[config.mk]
export PLATFORM = sky130hd
export DESIGN_NAME = trace_buffer
export DESIGN_NICKNAME = d
export VERILOG_FILES = /design/src/rtl/trace_pkg.sv /design/src/rtl/tb_ram.sv /design/src/rtl/trace_buffer.sv
export SDC_FILE = /design/constraint.sdc
export NUM_CORES = 2
export LEC_CHECK = 0
export BUFFER_PORTS_ARGS = -buffer_cell sky130_fd_sc_hd__buf_2
export CAP_MARGIN = 20
export CORE_MARGIN = 2
export CORE_UTILIZATION = 61
export DETAILED_ROUTE_END_ITERATION = 10
export PLACE_DENSITY_LB_ADDON = 0.1
export SETUP_SLACK_MARGIN = 0.3
export SLEW_MARGIN = 20
export SYNTH_ARGS = -nofsm -noshare
export SYNTH_HDL_FRONTEND = slang
export SYNTH_SLANG_ARGS = --single-unit
[constraint.sdc]
create_clock -name clk -period 50.3 [get_ports clk]
set_input_delay 5.03 -clock clk [delete_from_list [all_inputs] [get_ports clk]]
set_output_delay 5.03 -clock clk [all_outputs]
set_load 0.1 [all_outputs]
[src/rtl/trace_pkg.sv]
// Shared types and default dimensions for the trace buffer and the upstream packer.
package trace_pkg;
  localparam int TRACE_N          = 8;
  localparam int TRACE_DATA_WIDTH = 32;
  localparam int TRACE_TB_SIZE    = 16;

  typedef enum logic [1:0] {IDLE, RD, OUT} state_t;

  typedef logic [TRACE_DATA_WIDTH-1:0] vec_t [TRACE_N-1:0];
endpackage

[src/rtl/tb_ram.sv]
// Simple dual-port RAM: one write port, one registered read port, no reset.
module tb_ram #(
  parameter int DEPTH = 16,
  parameter int WIDTH = 256,
  parameter int AW    = $clog2(DEPTH)
) (
  input  logic             clk,
  input  logic             we,
  input  logic [AW-1:0]    waddr,
  input  logic [WIDTH-1:0] wdata,
  input  logic             re,
  input  logic [AW-1:0]    raddr,
  output logic [WIDTH-1:0] rdata
);
  logic [WIDTH-1:0] mem [DEPTH];

  always_ff @(posedge clk) begin
    if (we) mem[waddr] <= wdata;
    if (re) rdata <= mem[raddr];
  end
endmodule

[src/rtl/trace_buffer.sv]
// Circular trace buffer: captures packed vectors while tracing, drains oldest-first
// over valid/ready once tracing stops.
//
// state | meaning
// IDLE  | capturing (if tracing) or waiting for a drain request
// RD    | RAM read data for rd_ptr is available; load vector_out
// OUT   | vector_out presented, waiting for ready_in
module trace_buffer
  import trace_pkg::*;
#(
  parameter int N          = TRACE_N,
  parameter int DATA_WIDTH = TRACE_DATA_WIDTH,
  parameter int TB_SIZE    = TRACE_TB_SIZE,
  parameter int CNT_W      = $clog2(TB_SIZE + 1)
) (
  input  logic                  clk,
  input  logic                  rst_n,
  input  logic                  tracing,
  input  logic                  valid_in,
  input  logic [DATA_WIDTH-1:0] vector_in [N],
  input  logic                  drain,
  input  logic                  ready_in,
  output logic [DATA_WIDTH-1:0] vector_out [N],
  output logic                  valid_out,
  output logic                  last_out,
  output logic [CNT_W-1:0]      entries,
  output logic                  overflow,
  output logic                  busy
);
  localparam int PW = $clog2(TB_SIZE);
  localparam int VW = N * DATA_WIDTH;
  localparam logic [CNT_W-1:0] FULL = CNT_W'(TB_SIZE);
  localparam logic [CNT_W-1:0] ONE  = CNT_W'(1);

  state_t          state, state_nxt;
  logic [PW-1:0]   wr_ptr, rd_ptr, oldest, raddr;
  logic            wr_en, rd_en, start, load, consume, abort;
  logic [VW-1:0]   wdata, rdata;

  assign wr_en  = valid_in && tracing;
  assign oldest = wr_ptr - entries[PW-1:0];
  assign busy   = (state != IDLE);

  for (genvar g = 0; g < N; g++) begin : g_lane
    assign wdata[g*DATA_WIDTH +: DATA_WIDTH] = vector_in[g];
  end

  tb_ram #(.DEPTH(TB_SIZE), .WIDTH(VW), .AW(PW)) u_ram (
    .clk   (clk),
    .we    (wr_en),
    .waddr (wr_ptr),
    .wdata (wdata),
    .re    (rd_en),
    .raddr (raddr),
    .rdata (rdata)
  );

  always_ff @(posedge clk or negedge rst_n) begin
    if (!rst_n) state <= IDLE;
    else        state <= state_nxt;
  end

  // The RAM read is issued on the transition into RD so its data lands during RD.
  always_comb begin
    state_nxt = state;
    start     = 1'b0;
    load      = 1'b0;
    consume   = 1'b0;
    abort     = 1'b0;
    rd_en     = 1'b0;
    raddr     = rd_ptr;
    case (state)
      IDLE: begin
        if (drain && !tracing && entries != '0) begin
          start     = 1'b1;
          rd_en     = 1'b1;
          raddr     = oldest;
          state_nxt = RD;
        end
      end
      RD: begin
        if (tracing) begin
          abort     = 1'b1;
          state_nxt = IDLE;
        end else begin
          load      = 1'b1;
          state_nxt = OUT;
        end
      end
      OUT: begin
        if (tracing) begin
          abort     = 1'b1;
          state_nxt = IDLE;
        end else if (ready_in) begin
          consume = 1'b1;
          if (entries == ONE) begin
            state_nxt = IDLE;
          end else begin
            state_nxt = RD;
            rd_en     = 1'b1;
            raddr     = rd_ptr + PW'(1);
          end
        end
      end
      default: state_nxt = IDLE;
    endcase
  end

  // Writes need tracing=1 and consumes need tracing=0, so the two never collide.
  always_ff @(posedge clk or negedge rst_n) begin
    if (!rst_n) begin
      wr_ptr    <= '0;
      rd_ptr    <= '0;
      entries   <= '0;
      overflow  <= 1'b0;
      valid_out <= 1'b0;
      last_out  <= 1'b0;
      for (int i = 0; i < N; i++) vector_out[i] <= '0;
    end else begin
      if (wr_en) begin
        wr_ptr <= wr_ptr + PW'(1);
        if (entries == FULL) overflow <= 1'b1;
        else                 entries  <= entries + ONE;
      end
      if (start) rd_ptr <= oldest;
      if (load) begin
        for (int i = 0; i < N; i++) vector_out[i] <= rdata[i*DATA_WIDTH +: DATA_WIDTH];
        valid_out <= 1'b1;
        last_out  <= (entries == ONE);
      end
      if (abort) begin
        valid_out <= 1'b0;
        last_out  <= 1'b0;
      end
      if (consume) begin
        valid_out <= 1'b0;
        last_out  <= 1'b0;
        entries   <= entries - ONE;
        rd_ptr    <= rd_ptr + PW'(1);
        if (entries == ONE) overflow <= 1'b0;
      end
    end
  end
endmodule

==> impl_metrics.ini <==
[global_routing]
antenna_found_initial = 122
grt.total_usage_pct = 31.4
grt_start_max_net_pins = 189
grt_first_pass_wirelength_um = 673000
grt_pass1_vias = 99200
grt.overflow.total = 0

[power_and_ir_drop]
finalPower_mw = 14.1
p_per_area_nw_per_um2 = 71.5
vdd_ir_drop_max_mv = 0.0879
leakagePower_nw = 67.8

[clock_network]
htreeDepth = 5
cts_resized = 0
cts_setup_buffers = 0
clockRootBuffer = clkbuf_16
clk_pin_slew_ns = 0.06
cts.sinks = 4626
hold_buffers = 0
cts_buffers = 447
clock_path_buffers = 4
cts_tree = done
worstSkewPairLatency_ns = 0.98

[setup_path]
crit_path_frequent_cell = buf_4
worst_ep_arrival_time_ns = 11.09
cp-end-kind = flip-flop
crit_fanout = 93
cp_slowest_cell = buf_4
path_cells = buf_2 -> nand3b_1 -> o211ai_1 -> o2111a_4 -> buf_4 -> buf_4 -> buf_4 -> buf_4 -> nand2_1 -> a32oi_1 -> nand4_1 -> o21ai_1
start_kind = input pin
cpPeakStageDelay_ns = 0.92
cp.required_ns = 51.08
crit_type = input pin to flip-flop

[run]
drv_cap = 0

[worst_hold_path]
worst_hold_path_type = flip-flop to flip-flop

[detailed_routing]
dr.pass1.iters = 8
ant_nets = 0
vias = 102000
drtIter0Drc = 12800
routed_wl_um = 463000
drc = 0
viasPerCell = 6.35
avgRoutedWirePerCell_um = 28.9

[synthesis]
synth-main-ff-cell = edfxtp_1
synth-warning-count = 0
synth-seq-area-share_pct = 78.4
synth_area_per_cell_um2 = 15.5
synth_cells = 11300
synth_top_cell_by_area = edfxtp_1
synthXorXnorAreaFrac_pct = 0.0449
synth-simple-area-share_pct = 10.3
synth-seq-cells = 4626
synthDistinctLibCells = 65
synth_top_area_share_pct = 74.5
synthTopCellsByArea = edfxtp_1, nand2_1, dfrtp_1
synth_adder_area_share_pct = 0.125
synthArstFlopShare_pct = 5.92
mappedNetlistArea_um2 = 176000
synth-edff-count = 4352
synth_top_family_by_area = simple AND/OR/NAND/NOR gates
synth_nets = 11600
muxShareOfSynthArea_pct = 6.05
synth-compound-area-share_pct = 3.38

[sta]
timing.final.crit_share_pct = 20.5
finalCriticalPeriod_ns = 10.30
rsz0062_at_grt = false
finalSetupTns_ns = 0
maxSlewHeadroom_pct = 7.05
slew_viol_final = 0
max_freq_mhz = 97.1
tightest_slew_ns = 1.39
hold_violations = 0
skew_ns = 0.0535
setup_viol = 0

[finish]
final_cell_mix = edfxtp_1, nand2_1, nand3_1
final_common_cell = edfxtp_1
syn_to_final_growth_pct = 12.3
finalInstanceArea_um2 = 197000
final_cell_count_no_fill = 16000
drive_gt1_share_pct = 15.7
nets = 12100
fin_util_pct = 69.0

[floorplan]
start_util_pct = 61.4
die_y_um = 540
fp.coreArea_um2 = 286000
die_area_um2 = 292000
ios = 527
rows = 196
die_x_um = 540

[placed_design]
numPortBuffers = 526
place_area_um2 = 182000
dp.cells = 15100
gp_congestion = 0.803
dp_hpwl_um = 228000

[run_status]
status = finished clean
[through the flow]
step / worst slack (ns) / hold slack [ns]
6_report: 40.00 / 0.432
5_1_grt: 39.60 / 0.443
4_1_cts: 40.21 / 0.440
3_5_place_dp: 39.17 / 0.462
3_3_place_gp: 39.32 / 0.456
2_1_floorplan: 25.71 / 0.454
[path summary, 6_finish.rpt]
path | startpoint | end | slack [ns] | cells past startpoint
hold reg to reg | u_ram.rdata[207] | vector_out[47] | 0.43 | 1
setup / recovery | tracing | u_ram.rdata[211] | 40.00 | 12
min in group asynchronous | rst_n | vector_out[40] | 4.13 | 1
setup reg to reg | state[0] | u_ram.rdata[211] | 43.58 | 13
max in group asynchronous | rst_n | vector_out[184] | 43.91 | 3
hold / removal | u_ram.rdata[207] | vector_out[47] | 0.43 | 1
[where the power goes]
part / total (mW) / leakage [nW] / switching [mW] / internal, mW
combinational: 5.75 / 17.9 / 4.16 / 1.58
clock: 3.43 / 7.43 / 1.42 / 2.01
sequential: 4.90 / 42.5 / 0.180 / 4.72
total: 14.1 / 67.8 / 5.76 / 8.32
[sequential cells by signal, indices dropped and copies added (netlist names)]
register,count
u_ram.mem,4096
u_ram.rdata,256
vector_out,256
entries,5
rd_ptr,4
wr_ptr,4
state,2
last_out,1
overflow,1
valid_out,1
[final cells by class]
type                    instances  area [µm²]
diodes                         79         198
clock buffers                 615       12400
clock inverters               231        2770
fillers                     18700       88600
inverters                      13        48.8
multi-input cells            5976       35100
flip-flops and latches       4626      138000
well taps                    3762        4710
repair buffers                719        4380
[logic make-up after synthesis]
logic type | count (synthesis)
adder cells (fa/ha/maj) | 17
AO/OA/AOI/OAI | 817
XOR/XNOR | 9
AND/OR/NAND/NOR | 4131
flip-flops | 4626
multiplexers | 1002
buffers and inverters | 705
[Yosys cell counts, drive strengths merged (16+ instances only)]
library cell	instances
dfrtp	274
o21ai	254
nand4	375
nand2	2622
buf	339
o22ai	62
o221ai	50
clkbuf	353
a22oi	51
a32oi	255
nor2	16
mux2	478
a31oi	32
and2	28
nand3	1052
edfxtp	4352
ha	16
a221o	61
mux2i	524
[worst max-delay path: cells and delay by family]
family,cells,cell delay (ns)
and+or+nand+nor,3,0.80
AOI/OAI and AO/OA,4,1.49
buffers and inverters,5,3.46
[metal layers]
layer | vias up | GRT usage, % | routed length (µm)
met5 | - | 0 | 424
met2 | 4988 | 50.0 | 222000
li1 | 43900 | - | -
met1 | 51900 | 43.9 | 180000
met3 | 853 | 5.58 | 44500
met4 | 70 | 11.6 | 15600
No activity file was read; power rests on OpenSTA's default activity.
